[src/rtl/macc_post_pkg.sv]
// Shared helpers for the MACC post-processing stages: saturation bounds and counter sizing.
package macc_post_pkg;

  // Largest signed value representable in w bits.
  function automatic longint SAT_MAX(input int unsigned w);
    return (longint'(1) << (w - 1)) - longint'(1);
  endfunction

  // Smallest signed value representable in w bits.
  function automatic longint SAT_MIN(input int unsigned w);
    return -(longint'(1) << (w - 1));
  endfunction

  // Ceiling log2; returns 0 for n <= 1.
  function automatic int unsigned clog2(input int unsigned n);
    int unsigned r;
    r = 0;
    for (int unsigned i = 0; i < 32; i++) begin
      if ((longint'(1) << i) < longint'(n)) r = i + 1;
    end
    return r;
  endfunction

endpackage

[src/rtl/sat_relu.sv]
// Optional ReLU followed by signed clamp to OUT_WIDTH. ReLU is enabled by MACC_POOL_RELU_EN.
module sat_relu
  import macc_post_pkg::*;
#(
  parameter int unsigned IN_WIDTH  = 16,
  parameter int unsigned OUT_WIDTH = 16
) (
  input  logic signed [IN_WIDTH-1:0]  data_i,
  output logic signed [OUT_WIDTH-1:0] data_o
);

  localparam logic signed [IN_WIDTH-1:0] MaxVal = IN_WIDTH'(SAT_MAX(OUT_WIDTH));
  localparam logic signed [IN_WIDTH-1:0] MinVal = IN_WIDTH'(SAT_MIN(OUT_WIDTH));

  logic signed [IN_WIDTH-1:0] act;

  always_comb begin
`ifdef MACC_POOL_RELU_EN
    act = data_i[IN_WIDTH-1] ? '0 : data_i;
`else
    act = data_i;
`endif
    // In-range values only lose redundant sign bits.
    if (act > MaxVal) begin
      data_o = MaxVal[OUT_WIDTH-1:0];
    end else if (act < MinVal) begin
      data_o = MinVal[OUT_WIDTH-1:0];
    end else begin
      data_o = act[OUT_WIDTH-1:0];
    end
  end

endmodule

[src/rtl/macc_pool_act.sv]
// Per-lane max-pool, optional ReLU (MACC_POOL_RELU_EN) and saturation with valid/ready output.
`ifndef PRECISION_OP
`define PRECISION_OP 16
`endif

module macc_pool_act
  import macc_post_pkg::*;
#(
  parameter int unsigned IN_WIDTH  = `PRECISION_OP,
  parameter int unsigned OUT_WIDTH = `PRECISION_OP,
  parameter int unsigned POOL_SIZE = 4
) (
  input  logic                        clk,
  input  logic                        reset,
  input  logic                        in_valid,
  output logic                        in_ready,
  input  logic signed [IN_WIDTH-1:0]  in_data,
  input  logic                        in_last,
  output logic                        out_valid,
  input  logic                        out_ready,
  output logic signed [OUT_WIDTH-1:0] out_data
);

  localparam int unsigned CntW = (clog2(POOL_SIZE) > 0) ? clog2(POOL_SIZE) : 1;
  localparam logic [CntW-1:0] CntLast = CntW'(POOL_SIZE - 1);

  logic [CntW-1:0]              cnt_q, cnt_d;
  logic signed [IN_WIDTH-1:0]   max_q, max_d;
  logic                         out_valid_q, out_valid_d;
  logic signed [OUT_WIDTH-1:0]  out_data_q, out_data_d;
  logic signed [IN_WIDTH-1:0]   win;
  logic signed [OUT_WIDTH-1:0]  sat_out;
  logic                         accept, close;

  // A stuck result stalls every sample, closing or not.
  assign in_ready = reset && (!out_valid_q || out_ready);
  assign accept   = in_valid && in_ready;
  assign close    = accept && (in_last || (cnt_q == CntLast));
  assign win      = ((cnt_q == '0) || (in_data > max_q)) ? in_data : max_q;

  sat_relu #(
    .IN_WIDTH  (IN_WIDTH),
    .OUT_WIDTH (OUT_WIDTH)
  ) u_sat_relu (
    .data_i (win),
    .data_o (sat_out)
  );

  always_comb begin
    cnt_d       = cnt_q;
    max_d       = max_q;
    out_valid_d = out_valid_q;
    out_data_d  = out_data_q;
    if (accept) begin
      max_d = win;
      cnt_d = close ? '0 : cnt_q + CntW'(1);
    end
    // A close overrides a concurrent drain so results stream without a bubble.
    if (close) begin
      out_valid_d = 1'b1;
      out_data_d  = sat_out;
    end else if (out_valid_q && out_ready) begin
      out_valid_d = 1'b0;
    end
  end

  always_ff @(posedge clk or negedge reset) begin
    if (!reset) begin
      cnt_q       <= '0;
      max_q       <= '0;
      out_valid_q <= 1'b0;
      out_data_q  <= '0;
    end else begin
      cnt_q       <= cnt_d;
      max_q       <= max_d;
      out_valid_q <= out_valid_d;
      out_data_q  <= out_data_d;
    end
  end

  assign out_valid = out_valid_q;
  assign out_data  = out_data_q;

endmodule

[config.mk]
export PLATFORM = sky130hd
export DESIGN_NAME = macc_pool_act
export DESIGN_NICKNAME = d
export VERILOG_FILES = /design/src/rtl/macc_post_pkg.sv /design/src/rtl/sat_relu.sv /design/src/rtl/macc_pool_act.sv
export SDC_FILE = /design/constraint.sdc
export NUM_CORES = 1
export LEC_CHECK = 0
export BUFFER_PORTS_ARGS = -buffer_cell sky130_fd_sc_hd__buf_2
export CAP_MARGIN = 40
export CORE_MARGIN = 4
export CORE_UTILIZATION = 50
export DETAILED_ROUTE_END_ITERATION = 6
export PLACE_DENSITY_LB_ADDON = 0.05
export SYNTH_ARGS = -nofsm -noshare
export SYNTH_HDL_FRONTEND = slang
export SYNTH_SLANG_ARGS = --single-unit
[constraint.sdc]
create_clock -name clk -period 2.75 [get_ports clk]
set_clock_uncertainty 0.2 [all_clocks]
set_input_delay 0.55 -clock clk [delete_from_list [all_inputs] [get_ports clk]]
set_output_delay 0.55 -clock clk [all_outputs]
set_load 0.02 [all_outputs]
==> run metrics <==
most frequent cells in the layout=38 x buf_2, 35 x dfrtp_1, 20 x inv_1, 20 x nor2_1; syn avg cell area=10.0 um^2; via-per-instance ratio=5.37; CTS tree=done; vias=1,670; CP required=2.72 ns; Peak Freq=391 MHz; FP Rows=23; Cell Pwr Density=837 nW/um^2; total power=2180 uW; placed cells=303; Remaining Overflow, GRT=0; clk sinks=35; MaxCap Viol Count=0; hold_ws=0.102 ns; post-synthesis cell count=205; syn nets=244; Syn. warnings=0; net count reported at finish=299; CTS buffer count=5; Starting Density=0.516; Clock Tree Buf Depth=2; Hold Fails Final Rpt=0; layout cells sized above 1=0.379; status=complete, no violations; min Tclk post-route=2.55 ns; DRC Markers=0; cts hold-fix bufs=0; Antenna diodes=0; WL met1=2050 um; vias in the first global route=1,744; Hold Crit Class=input pin to asynchronous set/reset pin; Worst Tran Pin Value=0.461 ns; wire length on met2=2300 um; # resized after CTS=0; Post-Synthesis Cell Area=2050 um^2; Worst Setup Path Type=flip-flop to flip-flop; Peak VDD IR=0.000362 V; Critical Path AT=2.53 ns; Post-Route WL=4630 um; Pleak=0.00127 uW; largest net degree at the start of global routing=36; # fillers=352; GRT Util Overall=0.201; H-tree depth=2; global-route wire length before repair=8100 um; I/O Pins=39; DR iter-0 viols=46; commonest non-fill, non-tap cell in the layout=buf_2; Die ar.=5190 um^2; Core Area=3970 um^2; # setup viols final=0; Routed WL per cell=14.9 um; register area share after synthesis=0.427; DP Wirelength=3440 um; Max Used Layer=met4; Fin Setup TNS=0 ns; Area Overhead vs Synth=27.1%; clk root buf=clkbuf_8; clk_lat worst skew=0.29 ns; GPL Wtd Cong=0.815; CP Capture Type=flip-flop; Max Slew Vio Count=0; number of routed nets with antenna violations=0; FF+latch count, synth=35; die width=72.0 um; Port Buffers=38; Final period util=0.929; Die Ht=72.0 um; Relative slew margins=0.693; Max FO, Critical Path=11; Clock transition at path regs=0.08 ns; drt pass-1 iters=4; antenna violations before repair=0; Netlist cell types=32; wire length on met3=220 um; Core Util, Final=0.656; crit start category=flip-flop; Final Non-Filler Cells=311; post-CTS setup buffers=0; RSZ-0062 raised after global routing=false
[cell usage after synthesis]
cell type  count  area [um^2]
nand4_1        1         6.26
o21a_1         1         7.51
buf_6          1         11.3
o21a_4         1         15.0
nor2_1        21         78.8
clkbuf_1       8         30.0
nand2_1        8         30.0
o221ai_1       1         8.76
nor3_4         1         16.3
nor4_1         1         6.26
or3b_2         1         8.76
a21oi_1        6         30.0
nand2b_1       2         12.5
inv_1         20         75.1
nor3b_1        1         7.51
mux2_2         6         67.6
o21ai_0       19         95.1
nand4_2        1         12.5
mux2_4        10          150
nor3_1         1         5.00
and2_1         1         6.26
or3_4          1         11.3
o21ai_4        1         16.3
a31oi_1       16          100
dfrtp_1       35          876
nand3_1       17         85.1
a21o_1         1         7.51
a211oi_2       1         12.5
buf_12         1         20.0
and3_2         1         7.51
ha_1          18          225
or4_1          1         7.51
[area by class of cell]
type	instances	area, um^2	share of cell area
clock buffers	6	82.6	0.0317
repair buffers	58	353	0.135
inverters	20	75.1	0.0288
multi-input cells	140	1120	0.430
well taps	50	62.6	0.0240
flip-flops and latches	35	876	0.336
clock inverters	2	35.0	0.0134
[where the power goes]
part / internal, uW / switching (uW)
registers: 682 / 105
logic: 423 / 483
clock network: 293 / 193
[cell families (layout without fill, tap and decap cells)]
logic type                 after synthesis  in the layout  share of synthesized area
and+or+nand+nor                         59             59                      0.147
AOI/OAI and AO/OA                       47             47                      0.143
DFF                                     35             35                      0.427
buffers and inverters                   30             86                     0.0665
adders and majority gates               18             18                      0.110
muxes                                   16             16                      0.106
[path summary, 6_finish.rpt]
| kind | slack [ns] | end | cells after the start | startpoint |
|---|---|---|---|---|
| setup reg to reg | 0.20 | max_q[1]$_DFFE_PN0P_ | 9 | max_q[14]$_DFFE_PN0P_ |
| hold reg to reg | 0.31 | out_valid$_DFFE_PN0P_ | 2 | out_valid$_DFFE_PN0P_ |
| setup / recovery | 0.20 | max_q[1]$_DFFE_PN0P_ | 9 | max_q[14]$_DFFE_PN0P_ |
| max in group asynchronous | 1.92 | max_q[6]$_DFFE_PN0P_ | 2 | reset |
| min in group clk | 0.31 | out_valid$_DFFE_PN0P_ | 2 | out_valid$_DFFE_PN0P_ |
| hold / removal | 0.10 | max_q[0]$_DFFE_PN0P_ | 2 | reset |
[layer usage]
metal	vias to the layer above	GRT usage
met1	792	0.260
met3	8	0.0429
li1	827	-
met2	43	0.335
met5	-	0
met4	0	0.0689
[stage by stage]
step | cell area (um^2) | setup slack [ns]
finish | 2610 | 0.196
global route | 2610 | 0.0577
CTS | 2610 | 0.183
detailed placement | 2490 | -0.0613
global placement | 2490 | -0.0306
floorplan | 2130 | 0.00691
[worst max-delay path: stages, from the launching register on]
cell and delay, ns:
dfrtp_1 0.41, inv_1 0.09, ha_4 0.20, nand4_2 0.13, nor3_1 0.06, or4_4 0.55
o21ai_4 0.16, or3_4 0.15, buf_12 0.14, mux2_2 0.33
[flip-flops by register name, indices dropped and copies added (netlist names)]
register   cells
out_data      16
out_valid      1
cnt_q          2
max_q         16
(Power assumes the default switching activity.)
